File: src/rtl/fetch_pkg.sv
`default_nettype none
// ============================================================================
//  Module      : fetch_pkg
//  Description : Shared widths, FSM state type and default branch-target table
//                for the instruction-fetch stage.
//  Revision    : 1.0 - initial release
// ============================================================================
package fetch_pkg;

   localparam int PC_W    = 10;
   localparam int INSTR_W = 9;
   localparam int LUT_AW  = 5;

   typedef enum logic [1:0] {
      IDLE   = 2'd0,
      RUN    = 2'd1,
      HALTED = 2'd2
   } fetch_state_t;

   // Default targets are spaced 32 words apart; real programs override LUT_INIT.
   function automatic logic [(2**LUT_AW)*PC_W-1:0] lut_default();
      logic [(2**LUT_AW)*PC_W-1:0] v;
      v = '0;
      for (int i = 0; i < 2**LUT_AW; i++) begin
         v[i*PC_W +: PC_W] = PC_W'(i * 32);
      end
      return v;
   endfunction

endpackage
`default_nettype wire

File: src/rtl/branch_lut.sv
`default_nettype none
// ============================================================================
//  Module      : branch_lut
//  Description : Constant branch-target table, read combinationally by index.
//  Revision    : 1.0 - initial release
// ============================================================================
module branch_lut #(
   parameter int PC_W   = fetch_pkg::PC_W,
   parameter int LUT_AW = fetch_pkg::LUT_AW,
   parameter logic [(2**LUT_AW)*PC_W-1:0] LUT_INIT = fetch_pkg::lut_default()
) (
   input  logic [LUT_AW-1:0] i_addr,
   output logic [PC_W-1:0]   o_target
);

   logic [PC_W-1:0] w_table [2**LUT_AW];

   for (genvar gi = 0; gi < 2**LUT_AW; gi++) begin : g_entry
      assign w_table[gi] = LUT_INIT[gi*PC_W +: PC_W];
   end

   assign o_target = w_table[i_addr];

endmodule
`default_nettype wire

File: src/rtl/instr_fetch.sv
`default_nettype none
// ============================================================================
//  Module      : instr_fetch
//  Description : PC sequencer and fetch stage over a synchronous-read ROM with
//                LUT-based branch redirect, halt, and Start/Done handshake.
//  Revision    : 1.0 - initial release
// ============================================================================
module instr_fetch #(
   parameter int PC_W    = fetch_pkg::PC_W,
   parameter int INSTR_W = fetch_pkg::INSTR_W,
   parameter int LUT_AW  = fetch_pkg::LUT_AW,
   parameter logic [(2**LUT_AW)*PC_W-1:0] LUT_INIT = fetch_pkg::lut_default()
) (
   input  logic               Clk,
   input  logic               Reset,
   input  logic               Start,
   output logic               Done,
   output logic [PC_W-1:0]    prog_addr,
   input  logic [INSTR_W-1:0] prog_data,
   output logic [INSTR_W-1:0] instr,
   output logic               instr_valid,
   output logic [PC_W-1:0]    instr_pc,
   input  logic               Branch,
   input  logic               BranchTaken,
   input  logic               Halt
);

   import fetch_pkg::*;

   fetch_state_t    r_state;
   fetch_state_t    w_next_state;

   logic [PC_W-1:0] r_pc;
   logic [PC_W-1:0] r_instr_pc;
   logic            r_fetched;
   logic            r_squash;

   logic            w_live;
   logic            w_halt;
   logic            w_taken;
   logic            w_advance;
   logic            w_restart;
   logic            w_done;
   logic [PC_W-1:0] w_target;
   logic [PC_W-1:0] w_next_pc;

   branch_lut #(
      .PC_W     (PC_W),
      .LUT_AW   (LUT_AW),
      .LUT_INIT (LUT_INIT)
   ) u_lut (
      .i_addr   (prog_data[LUT_AW-1:0]),
      .o_target (w_target)
   );

   // A word is live only if it was fetched in RUN and not the slot behind a taken branch.
   assign w_live  = r_fetched & ~r_squash;
   assign w_halt  = Halt & w_live;
   assign w_taken = Branch & BranchTaken & w_live & ~Halt;

   assign w_next_pc = w_taken ? w_target : r_pc + 1'b1;

   always_ff @(posedge Clk or posedge Reset) begin
      if (Reset) begin
         r_state <= IDLE;
      end else begin
         r_state <= w_next_state;
      end
   end

   always_comb begin
      w_next_state = r_state;
      case (r_state)
         IDLE:    if (Start)  w_next_state = RUN;
         RUN:     if (w_halt) w_next_state = HALTED;
         HALTED:  if (Start)  w_next_state = RUN;
         default:             w_next_state = IDLE;
      endcase
   end

   always_comb begin
      w_done    = 1'b0;
      w_advance = 1'b0;
      w_restart = 1'b0;
      case (r_state)
         IDLE:    w_restart = Start;
         RUN:     w_advance = ~w_halt;
         HALTED: begin
            w_done    = 1'b1;
            w_restart = Start;
         end
         default: w_done = 1'b0;
      endcase
   end

   always_ff @(posedge Clk or posedge Reset) begin
      if (Reset) begin
         r_pc       <= '0;
         r_instr_pc <= '0;
         r_fetched  <= 1'b0;
         r_squash   <= 1'b0;
      end else if (w_restart) begin
         r_pc      <= '0;
         r_fetched <= 1'b0;
         r_squash  <= 1'b0;
      end else if (w_advance) begin
         r_instr_pc <= r_pc;
         r_pc       <= w_next_pc;
         r_fetched  <= 1'b1;
         r_squash   <= w_taken;
      end else begin
         r_fetched <= 1'b0;
         r_squash  <= 1'b0;
      end
   end

   assign Done        = w_done;
   assign prog_addr   = r_pc;
   assign instr       = prog_data;
   assign instr_valid = w_live;
   assign instr_pc    = r_instr_pc;

endmodule
`default_nettype wire

File: config.mk
export PLATFORM = sky130hd
export DESIGN_NAME = instr_fetch
export DESIGN_NICKNAME = d
export VERILOG_FILES = /design/src/rtl/fetch_pkg.sv /design/src/rtl/branch_lut.sv /design/src/rtl/instr_fetch.sv
export SDC_FILE = /design/constraint.sdc
export NUM_CORES = 1
export LEC_CHECK = 0
export CAP_MARGIN = 20
export CORE_MARGIN = 3
export CORE_UTILIZATION = 29
export CTS_CLUSTER_DIAMETER = 200
export DETAILED_ROUTE_END_ITERATION = 12
export SYNTH_ARGS = -nofsm -noshare
export SYNTH_HDL_FRONTEND = slang
export SYNTH_SLANG_ARGS = --single-unit
File: constraint.sdc
create_clock -name Clk -period 2.7 [get_ports Clk]
set_input_delay 0.405 -clock Clk [delete_from_list [all_inputs] [get_ports Clk]]
set_output_delay 0.405 -clock Clk [all_outputs]
set_load 0.01 [all_outputs]
# Word level (Yosys, flattened, before mapping)
# Memory sizes are Yosys's and may differ from the RTL's.
# Index checks and enable logic that the tools add are counted.
[classes]
addsub = 1
order_cmp = 1
n_eq_ne = 4
mux = 15
n_bitwise = 10
reduce_logical = 5
[ops]
columns = ["operator", "count"]
rows = [
  ["two-way mux 10 bit", 5],
  ["adder 10 x 1 -> 10 bit (second input constant)", 1],
  ["two-way mux 1 bit", 7],
  [">= comparator 6 bit (second input constant)", 1],
  ["NOT 5 -> 6 bit", 1],
  ["AND 1 bit", 5],
  ["two-way mux 2 bit", 2],
  ["NOT 1 bit", 4],
  ["one-hot mux 2 bit (2 select lines)", 1],
  ["AND reduction 2 bit", 2],
  ["equality test 2 x 1 -> 1 bit (second input constant)", 1],
  ["equality test 2 bit (second input constant)", 1],
  ["zero test 2 bit", 1],
  ["!= test 2 x 1 -> 1 bit (second input constant)", 1],
  ["!= test 2 bit (second input constant)", 1],
  ["nonzero test 2 bit", 1],
  ["OR reduction 2 bit", 1],
]
[word_totals]
ff_bits = 24
romBits = 320
output_inout_bits = 31
mem_count = 1
[memory_table]
columns = ["memory", "words", "width", "rd", "rd_clocked_by_memory_dff", "write_ports", "line_no", "rtl"]
rows = [
  ["(name not given)", 32, 10, 1, 0, 0, "branch_lut.sv:22", "assign o_target = w_table[i_addr];"],
]

# Logic depth before layout (Yosys ltp)
# Gate-level depths: netlist of run 1.
[depth]
ltp_word = 7
mapped_depth = 6
depth_no_buf = 5

# Modules after synthesis
# Synthesis of run 1 repeated with hierarchy kept, for this count alone.
[hier_totals]
hier_cells = 150
area_unflattened_um2 = 1381.3
[by_module_without_submodules]
columns = ["mod", "instances", "cells_each", "area_each_um2"]
rows = [
  ["instr_fetch", 1, 139, 1302.5],
  ["branch_lut", 1, 11, 78.8],
]

# Worst setup path after synthesis of run 1
# Ideal clock, no wire load.
[synth_timing]
kind = "reg2reg"
from = "register r_pc[0], in the netlist prog_addr[0]"
to = "register r_pc[8], in the netlist prog_addr[8]"
setup_time_ns = 0.082
arrival_ns = 1.478
required_time_ns = 2.618
path_slack_ns = 1.140
path_stages_with_launch = 6
path_buffers = 0
period_less_slack_ns = 1.560
path_cell_list = "dfrtp_1 -> ha_1 -> inv_1 -> or3_1 -> o31a_1 -> o22ai_1"
[synth_via]
elab_chain_len = 4
[synth_lines]
columns = ["item", "line_no", "rtl"]
rows = [
  ["from (decl)", "instr_fetch.sv:33", "logic [PC_W-1:0] r_pc;"],
  ["from (signal assigned)", "instr_fetch.sv:108", "r_pc <= w_next_pc;"],
  ["adder 10 x 1 -> 10 bit", "instr_fetch.sv:61", "assign w_next_pc = w_taken ? w_target : r_pc + 1'b1;"],
  ["two-way mux 10 bit", "instr_fetch.sv:61", ""],
  ["two-way mux 10 bit", "instr_fetch.sv:106", "end else if (w_advance) begin"],
  ["two-way mux 10 bit", "instr_fetch.sv:102", "end else if (w_restart) begin"],
]
# Every way passes these cells. The select of a mux whose other input is x is not followed.
# A chain may end at the register's enable or synchronous reset.

# Final worst setup path of run 1
[layout_timing]
from = "input port prog_data[0]"
to = "output port instr[0]"
[layout_rtl]
columns = ["item", "line_no", "rtl"]
rows = [
  ["from (decl)", "instr_fetch.sv:19", "input logic [INSTR_W-1:0] prog_data,"],
  ["to (decl)", "instr_fetch.sv:20", "output logic [INSTR_W-1:0] instr,"],
]
# No word-level cell between the ends.

==> results.json, run 1 <==
{
  "run_status": "complete, no violations",
  "die_h_um": 70.3,
  "std_cell_rows": 22,
  "avgSynthCellArea_um2": 9.07,
  "place.gp.congestion": 0.789,
  "vdd_drop_max_mv": 0.326,
  "setup_tns_ns": 0,
  "worstHoldPathType": "primary input to async pin",
  "die_width_um": 70.3,
  "viasPerCell": 4.77,
  "cts_buffer_depth": 2,
  "ctsRootBufferMaster": "clkbuf_8",
  "finalCritPeriodShare_pct": 68.5,
  "p_sw_w": 0.000532,
  "cp_num_buf_inv": 2,
  "cts.hold.buffers_added": 0,
  "cp_cell_sequence": "clkdlybuf4s50_1 -> clkdlybuf4s50_1",
  "slew_violations": 0,
  "skew_ns": 0.00549,
  "critPathMaxFanout": 2,
  "diodes": 0,
  "period_needed_ns": 1.85,
  "synthFlopType": "dfrtp_1",
  "power.leakage_nw": 0.685,
  "numCtsBuffers": 3,
  "layout.nets": 180,
  "ant_nets": 0,
  "yosysUniqueCellTypes": 28,
  "cp.required_ns": 2.30,
  "wl_mm": 2.87,
  "max_stage_delay_ns": 0.54,
  "first_pass_iters": 4,
  "p_int_w": 0.000857,
  "core-area_um2": 3830,
  "vias": 1002,
  "start_kind": "primary input",
  "critPathMostFrequentCell": "clkdlybuf4s50_1",
  "grt_pass1_wl_mm": 4.84,
  "combPwrFrac_pct": 45.2,
  "clk_latency_ns": 0.26,
  "slew_headroom_pct": 71.0,
  "path_class": "primary input to output pin",
  "die_area_um2": 4940,
  "cts_sinks": 24,
  "tightest_slew_ns": 0.434,
  "p_seq_share_pct": 40.2,
  "cts_tree": "yes",
  "grt-ovfl-total": 0,
  "rsz0062_at_grt": "no",
  "area_growth_pct": 34.3,
  "synth_edf_count": 0,
  "powerDensity_nw_per_um2": 864,
  "end_kind": "output pin",
  "start_util_pct": 31.3,
  "syn-instance-count": 132,
  "clock.fmax_mhz": 541,
  "grt_max_degree": 25,
  "whs_ns": 0.482,
  "post-route-drc-count": 0,
  "syn-cell-area_um2": 1200,
  "cts_setup_buffers": 0,
  "drt_iter0_drc": 44,
  "clkTransAtPathRegs_ns": 0.08,
  "layout-drive-gt1-share_pct": 4.94,
  "crit_family": "buffers and inverters",
  "grt_pass1_vias": 1020,
  "cpMaxStageDelayCell": "clkdlybuf4s50_1",
  "clockPowerShare_pct": 14.6,
  "portBuffers": 37,
  "syn_nets": 148,
  "antenna_found_initial": 0,
  "drt-wirelength-per-cell_um": 13.7,
  "hold_viol_final": 0,
  "grt_usage_pct": 12.0,
  "synth_seq_cells": 24,
  "ios": 46,
  "final_common_cell": "clkdlybuf4s50_1",
  "yosysWarnings": 0,
  "post-dp-hpwl_mm": 2.11,
  "drv_cap": 0,
  "async_flop_share_pct": 100,
  "switching_share_pct": 38.3,
  "cts_resized": 0,
  "layout_common_cells": "clkdlybuf4s50_1 (37), nand2_1 (28), dfrtp_1 (24)",
  "setup_viol": 0,
  "crit_arrival_ns": 1.44,
  "ys_seq_area_share_pct": 50.2,
  "n_fill_cell": 379,
  "htreeDepth": 1
}
[layer usage]
layer  part of all wire (%)  wire (um)  track usage [%]  up-vias
met4                    1.1         31             3.83        0
met3                    6.2        179             2.88        4
met1                     50       1440             17.2      464
met2                     42       1220             17.8       29
li1                       -          -                -      505
met5                      0          0                0        -
[logic make-up (layout without fill, tap and decap cells)]
logic type | Yosys count | after routing | share of synthesized area [%]
adders and majority gates | 1 | 1 | 1.04
and+or+nand+nor | 53 | 53 | 21.3
muxes | 1 | 1 | 0.836
DFF | 24 | 24 | 50.2
xor gates and xnor gates | 2 | 2 | 1.46
AOI/OAI and AO/OA | 27 | 27 | 14.7
buffers and inverters | 24 | 54 | 10.4
[through the flow]
stage	area, um2	total power, W	worst slack, ns	std cells	util [%]
global route	1610	0.00150	0.780	210	42.0
detailed placement	1570	0.00119	0.620	207	40.9
CTS	1610	0.00140	0.841	210	42.0
global placement	1570	0.00119	0.731	207	40.9
finish	1610	0.00139	0.852	210	42.0
floorplan	1200	0.000899	1.14	132	-
[tightest hold or removal path: stages]
cell and delay (ns):
clkdlybuf4s50_1 0.39, inv_1 0.05, buf_4 0.30
[path summary, 6_finish.rpt]
check                                         startpoint                  endpoint  slack [ns]  cells past startpoint
worst max-delay path                        prog_data[0]                  instr[0]        0.85                      2
worst min-delay path                               Reset   instr_pc[0]$_DFFE_PP0P_        0.48                      3
worst max register to register  prog_addr[0]$_DFFE_PP0P_  prog_addr[8]$_DFFE_PP0P_        0.98                      5
worst min register to register   instr_pc[2]$_DFFE_PP0P_   instr_pc[2]$_DFFE_PP0P_        0.49                      2
max in group asynchronous                          Reset   instr_pc[7]$_DFFE_PP0P_        1.97                      3
min in group Clk                 instr_pc[2]$_DFFE_PP0P_   instr_pc[2]$_DFFE_PP0P_        0.49                      2
[power by group through the flow]
stage          clock network, W  logic [W]  registers, W
6_report               0.000203   0.000628      0.000558
5_1_grt                0.000231   0.000690      0.000576
4_1_cts                0.000211   0.000635      0.000558
3_5_place_dp                  0   0.000631      0.000563
3_3_place_gp                  0   0.000623      0.000563
2_1_floorplan                 0   0.000323      0.000576
[flip-flops by register name, summed over array words and instances, names as in the netlist]
signal	flops
r_squash	1
r_fetched	1
instr_pc	10
prog_addr	10
r_state	2
[layout make-up]
type | count | area (um2) | share of cell area, %
timing repair buffer | 40 | 393 | 24.4
tap | 48 | 60.1 | 3.74
multi-input combinational | 84 | 472 | 29.3
sequential | 24 | 601 | 37.4
clock buffer | 3 | 41.3 | 2.57
inverter | 11 | 41.3 | 2.57
[cell usage after synthesis, types with 2 or more instances]
master	number	share of area (%)
nor2b_1	4	2.1
o22ai_1	5	2.6
o21ai_0	7	2.9
inv_1	11	3.4
o31a_1	5	3.7
nand3_1	10	4.2
or3_1	2	1.0
buf_4	9	5.6
a21oi_1	2	0.84
clkbuf_1	3	0.94
dfrtp_1	24	50
xor2_1	2	1.5
a31oi_1	6	3.1
nand2_1	28	8.8
Power figures use the tool's default switching activity.
==> run 2, diff against run 1 <==
==> constraint.sdc (replaced) <==
create_clock -name Clk -period 1.7 [get_ports Clk]
set_input_delay 0.255 -clock Clk [delete_from_list [all_inputs] [get_ports Clk]]
set_output_delay 0.255 -clock Clk [all_outputs]
set_load 0.01 [all_outputs]
==> run 2 against run 1 <==
  * Clock power grew 140%
  * Die area is the same
  * Critical path depth is the same
==> results.json, run 2 (synthesis gave the netlist of run 1 again) <==
{
  "run_status": "complete, no violations",
  "place.gp.congestion": 0.804,
  "ant_nets": 0,
  "slew_violations": 0,
  "portBuffers": 37,
  "end_kind": "output pin",
  "worstHoldPathType": "primary input to async pin",
  "post-dp-hpwl_mm": 2.14,
  "tightest_slew_ns": 0.421,
  "ios": 46,
  "grt-ovfl-total": 0,
  "grt_pass1_vias": 1076,
  "cts_tree": "yes",
  "cts_buffer_depth": 2,
  "die_width_um": 70.3,
  "power.leakage_nw": 0.747,
  "ctsRootBufferMaster": "clkbuf_8",
  "area_growth_pct": 43.6,
  "rsz0062_at_grt": "yes",
  "finalPower_w": 0.00248,
  "finalCritPeriodShare_pct": 94.4,
  "std_cell_rows": 22,
  "clk_latency_ns": 0.26,
  "drt_iter0_drc": 53,
  "drv_cap": 0,
  "numCtsBuffers": 3,
  "die_h_um": 70.3,
  "slew_headroom_pct": 71.9,
  "diodes": 0,
  "viasPerCell": 4.73,
  "layout-drive-gt1-share_pct": 12.7,
  "critPathMaxFanout": 4,
  "path_class": "register to output pin",
  "skew_ns": 0.00435,
  "cts_sinks": 24,
  "cts.hold.buffers_added": 0,
  "die_area_um2": 4940,
  "clkTransAtPathRegs_ns": 0.08,
  "vdd_drop_max_mv": 0.471,
  "hold_viol_final": 0,
  "first_pass_iters": 4,
  "htreeDepth": 1,
  "final_common_cell": "clkdlybuf4s50_1",
  "grt_pass1_wl_mm": 4.97,
  "post-route-drc-count": 0,
  "cts_setup_buffers": 0,
  "cp.required_ns": 1.44,
  "grt_max_degree": 25,
  "core-area_um2": 3830,
  "antenna_found_initial": 0,
  "drt-wirelength-per-cell_um": 13.0,
  "fin_util_pct": 44.9,
  "n_fill_cell": 376,
  "clock.fmax_mhz": 623,
  "powerDensity_nw_per_um2": 1440,
  "layout_common_cells": "clkdlybuf4s50_1 (37), nand2_1 (28), dfrtp_1 (23)",
  "grt_usage_pct": 12.0,
  "period_needed_ns": 1.61,
  "start_util_pct": 31.3,
  "vias": 1045,
  "setup_viol": 0,
  "start_kind": "register",
  "crit_arrival_ns": 1.35,
  "whs_ns": 0.322,
  "wl_mm": 2.86,
  "layout.nets": 190
}
## run 2: cell types whose count changed in the layout (fill, tap and decap cells not counted), sizes merged
cell,change
buf,+10
bufinv,+1
## run 2: final timing paths
path	slack [ns]	end	start	depth (start not counted)
worst min-delay path	0.32	instr_pc[0]$_DFFE_PP0P_	Reset	3
worst max register to register	0.17	prog_addr[8]$_DFFE_PP0P_	prog_addr[0]$_DFFE_PP0P_	5
worst max-delay path	0.09	Done	r_state[0]$_DFFE_PP0P_	2
min in group Clk	0.49	instr_pc[9]$_DFFE_PP0P_	instr_pc[9]$_DFFE_PP0P_	2
worst min register to register	0.49	instr_pc[9]$_DFFE_PP0P_	instr_pc[9]$_DFFE_PP0P_	2
max in group asynchronous	1.13	prog_addr[0]$_DFFE_PP0P_	Reset	3
## run 2: layer usage
metal	track usage (%)	up-vias	share of wire (%)
li1	-	524	-
met1	18.3	486	51
met2	17.6	33	43
met3	2.16	2	5.5
met4	2.55	0	0.45
met5	0	-	0
## run 2: report_power, final
group	internal (W)	switching (W)
clock	0.000315	0.000178
sequential	0.000729	0.000111
combinational	0.000559	0.000586
total	0.00160	0.000875
## run 2: final cells by class
type / count / area [um2] / share of cell area (%)
Clock buffer: 3 / 41.3 / 2.40
Timing Repair Buffer: 50 / 468 / 27.2
Tap cell: 48 / 60.1 / 3.49
Sequential cell: 24 / 602 / 35.0
Multi-Input combinational cell: 84 / 477 / 27.7
Inverter: 11 / 41.3 / 2.40
Clock inverter: 1 / 30.0 / 1.75
## run 2: stage by stage
step | setup TNS (ns) | cell area, um2 | setup WS [ns] | cells
3_3_place_gp | 0 | 1640 | 0.0299 | 217
3_5_place_dp | -0.278 | 1640 | -0.0713 | 217
2_1_floorplan | 0 | 1200 | 0.140 | 132
5_1_grt | -0.0574 | 1720 | -0.0251 | 221
4_1_cts | 0 | 1710 | 0.0451 | 221
6_report | 0 | 1720 | 0.0944 | 221
## run 2: critical path: stages, from the launching register on
cell             delay, ns
dfrtp_1               0.41
nor2b_2               0.13
clkdlybuf4s50_1       0.54
## run 2: repair_timing
action	CTS	global route
endpoints found under the setup margin	0	3
gates resized for setup	0	3
hold endpoints to repair	0	0
==> run 3, diff against run 2 <==
--- a/config.mk
+++ b/config.mk
@@ -7,9 +7,10 @@
 export LEC_CHECK = 0
 export CAP_MARGIN = 20
 export CORE_MARGIN = 3
-export CORE_UTILIZATION = 29
+export CORE_UTILIZATION = 43
 export CTS_CLUSTER_DIAMETER = 200
 export DETAILED_ROUTE_END_ITERATION = 12
+export PLACE_DENSITY = 0.79
 export SYNTH_ARGS = -nofsm -noshare
 export SYNTH_HDL_FRONTEND = slang
 export SYNTH_SLANG_ARGS = --single-unit
==> constraint.sdc (replaced) <==
create_clock -name Clk -period 1.75 [get_ports Clk]
set_input_delay 0.2625 -clock Clk [delete_from_list [all_inputs] [get_ports Clk]]
set_output_delay 0.2625 -clock Clk [all_outputs]
set_load 0.01 [all_outputs]
==> run 3 against run 2 <==
  * Utilization grew 19 points
  * Critical path depth is the same
  * Routed wire length grew 2.5%
  * Clock-buffer cell count grew 1
  * Clock skew grew 0.0021 ns
  * Combinational power shrank 4%
  * Power shrank 11%
  * Clock power shrank 41%
  * Worst setup slack lost 0.029 ns
  * Register-to-register slack lost 0.03 ns
==> results.json, run 3 (synthesis gave the netlist of run 1 again) <==
{
  "run_status": "complete, no violations",
  "fin_cells": 201,
  "post-route-drc-count": 0,
  "highest_layer": "met4",
  "ios": 46,
  "slew_violations": 0,
  "clockPowerShare_pct": 13.1,
  "drv_cap": 0,
  "p_int_w": 0.00136,
  "p_sw_w": 0.000847,
  "first_pass_iters": 4,
  "final_common_cell": "clkdlybuf4s50_1",
  "grt_max_degree": 25,
  "grt_pass1_vias": 1070,
  "die_h_um": 58.8,
  "vdd_drop_max_mv": 0.926,
  "grt_usage_pct": 17.6,
  "skew_ns": 0.00646,
  "drt-wirelength-per-cell_um": 14.6,
  "layout-drive-gt1-share_pct": 10.5,
  "setup_tns_ns": 0,
  "route.met2.wl_mm": 1.43,
  "core-area_um2": 2570,
  "reg2reg_from": "prog_addr[0]$_DFFE_PP0P_",
  "setup_viol": 0,
  "rsz0062_at_grt": "no",
  "grt-ovfl-total": 0,
  "start_util_pct": 46.6,
  "switching_share_pct": 38.3,
  "cts_buffer_depth": 2,
  "clock.fmax_mhz": 594,
  "clkTransAtPathRegs_ns": 0.13,
  "powerDensity_nw_per_um2": 1350,
  "post-dp-hpwl_mm": 2.21,
  "drt_iter0_drc": 32,
  "std_cell_rows": 18,
  "slew_headroom_pct": 72.6,
  "cp.required_ns": 1.49,
  "finalCritPeriodShare_pct": 96.3,
  "viasPerCell": 5.32,
  "power.leakage_nw": 0.729,
  "area_growth_pct": 37.0,
  "antenna_found_initial": 0,
  "cts_tree": "yes",
  "die_area_um2": 3450,
  "numCtsBuffers": 3,
  "cts_resized": 1,
  "period_needed_ns": 1.68,
  "portBuffers": 37,
  "cts_setup_buffers": 0,
  "combPwrFrac_pct": 49.7,
  "hold_viol_final": 0,
  "n_fill_cell": 233,
  "htreeDepth": 1,
  "die_width_um": 58.8,
  "wl_mm": 2.94,
  "worstSetupStartpoint": "prog_addr[0]$_DFFE_PP0P_",
  "wl_met1_mm": 1.21,
  "tightest_slew_ns": 0.411,
  "placed_cells": 197,
  "diodes": 0,
  "cts.hold.buffers_added": 0,
  "clk_latency_ns": 0.32,
  "worstHoldPathType": "primary input to async pin",
  "start_kind": "register",
  "cts_sinks": 24,
  "critPathMaxFanout": 6,
  "met3WireLength_um": 247,
  "ant_nets": 0,
  "p_seq_share_pct": 37.2,
  "layout.nets": 188,
  "ctsRootBufferMaster": "clkbuf_4",
  "vias": 1070,
  "layout_common_cells": "clkdlybuf4s50_1 (36), nand2_1 (28), dfrtp_1 (23)",
  "place.gp.congestion": 0.810,
  "crit_arrival_ns": 1.42,
  "end_kind": "output pin",
  "path_class": "register to output pin",
  "grt_pass1_wl_mm": 4.64
}
-- run 3: cell type report --
| type | count | area, um2 | area share [%] |
|---|---|---|---|
| Clock buffer | 4 | 36.3 | 2.21 |
| Inverter | 11 | 41.3 | 2.52 |
| Multi-Input combinational cell | 84 | 472 | 28.8 |
| Sequential cell | 24 | 602 | 36.7 |
| Tap cell | 30 | 37.5 | 2.29 |
| Timing Repair Buffer | 48 | 452 | 27.5 |
-- run 3: per-layer routing --
metal	track usage, %	vias up
met3	3.07	5
met4	6.80	0
met1	22.7	497
li1	-	522
met5	0	-
met2	29.2	46
-- run 3: power groups by stage --
stage          Sequential (W)  Clock [W]  Combinational [W]
6_report             0.000821   0.000289            0.00110
5_1_grt              0.000839   0.000316            0.00122
4_1_cts              0.000818   0.000293            0.00111
3_5_place_dp         0.000826          0            0.00110
3_3_place_gp         0.000816          0            0.00107
2_1_floorplan        0.000889          0           0.000498
-- run 3: worst paths after layout --
kind / to / slack [ns] / cells past startpoint
worst max-delay path: prog_addr[0] / 0.07 / 2
worst min-delay path: prog_addr[1]$_DFFE_PP0P_ / 0.27 / 3
worst max register to register: prog_addr[8]$_DFFE_PP0P_ / 0.14 / 5
worst min register to register: instr_pc[2]$_DFFE_PP0P_ / 0.50 / 2
max in group asynchronous: prog_addr[0]$_DFFE_PP0P_ / 1.24 / 3
min in group Clk: instr_pc[2]$_DFFE_PP0P_ / 0.50 / 2
-- run 3: per-stage QoR --
stage                     total power (W)  utilization, %  hold WS [ns]  setup slack, ns  cell area (um2)
after floorplan                   0.00139               -         0.277            0.190             1200
after global placement            0.00188            62.5         0.463           0.0965             1600
after detailed placement          0.00193            62.5         0.461           0.0409             1600
after CTS                         0.00222            63.8         0.281          0.00706             1640
after global routing              0.00237            63.9         0.315          0.00542             1640
final                             0.00221            63.9         0.266           0.0654             1640
-- run 3: worst max-delay path, cell delays in order, from the launching register on --
cell             delay, ns
dfrtp_2               0.44
buf_4                 0.14
clkdlybuf4s50_1       0.53
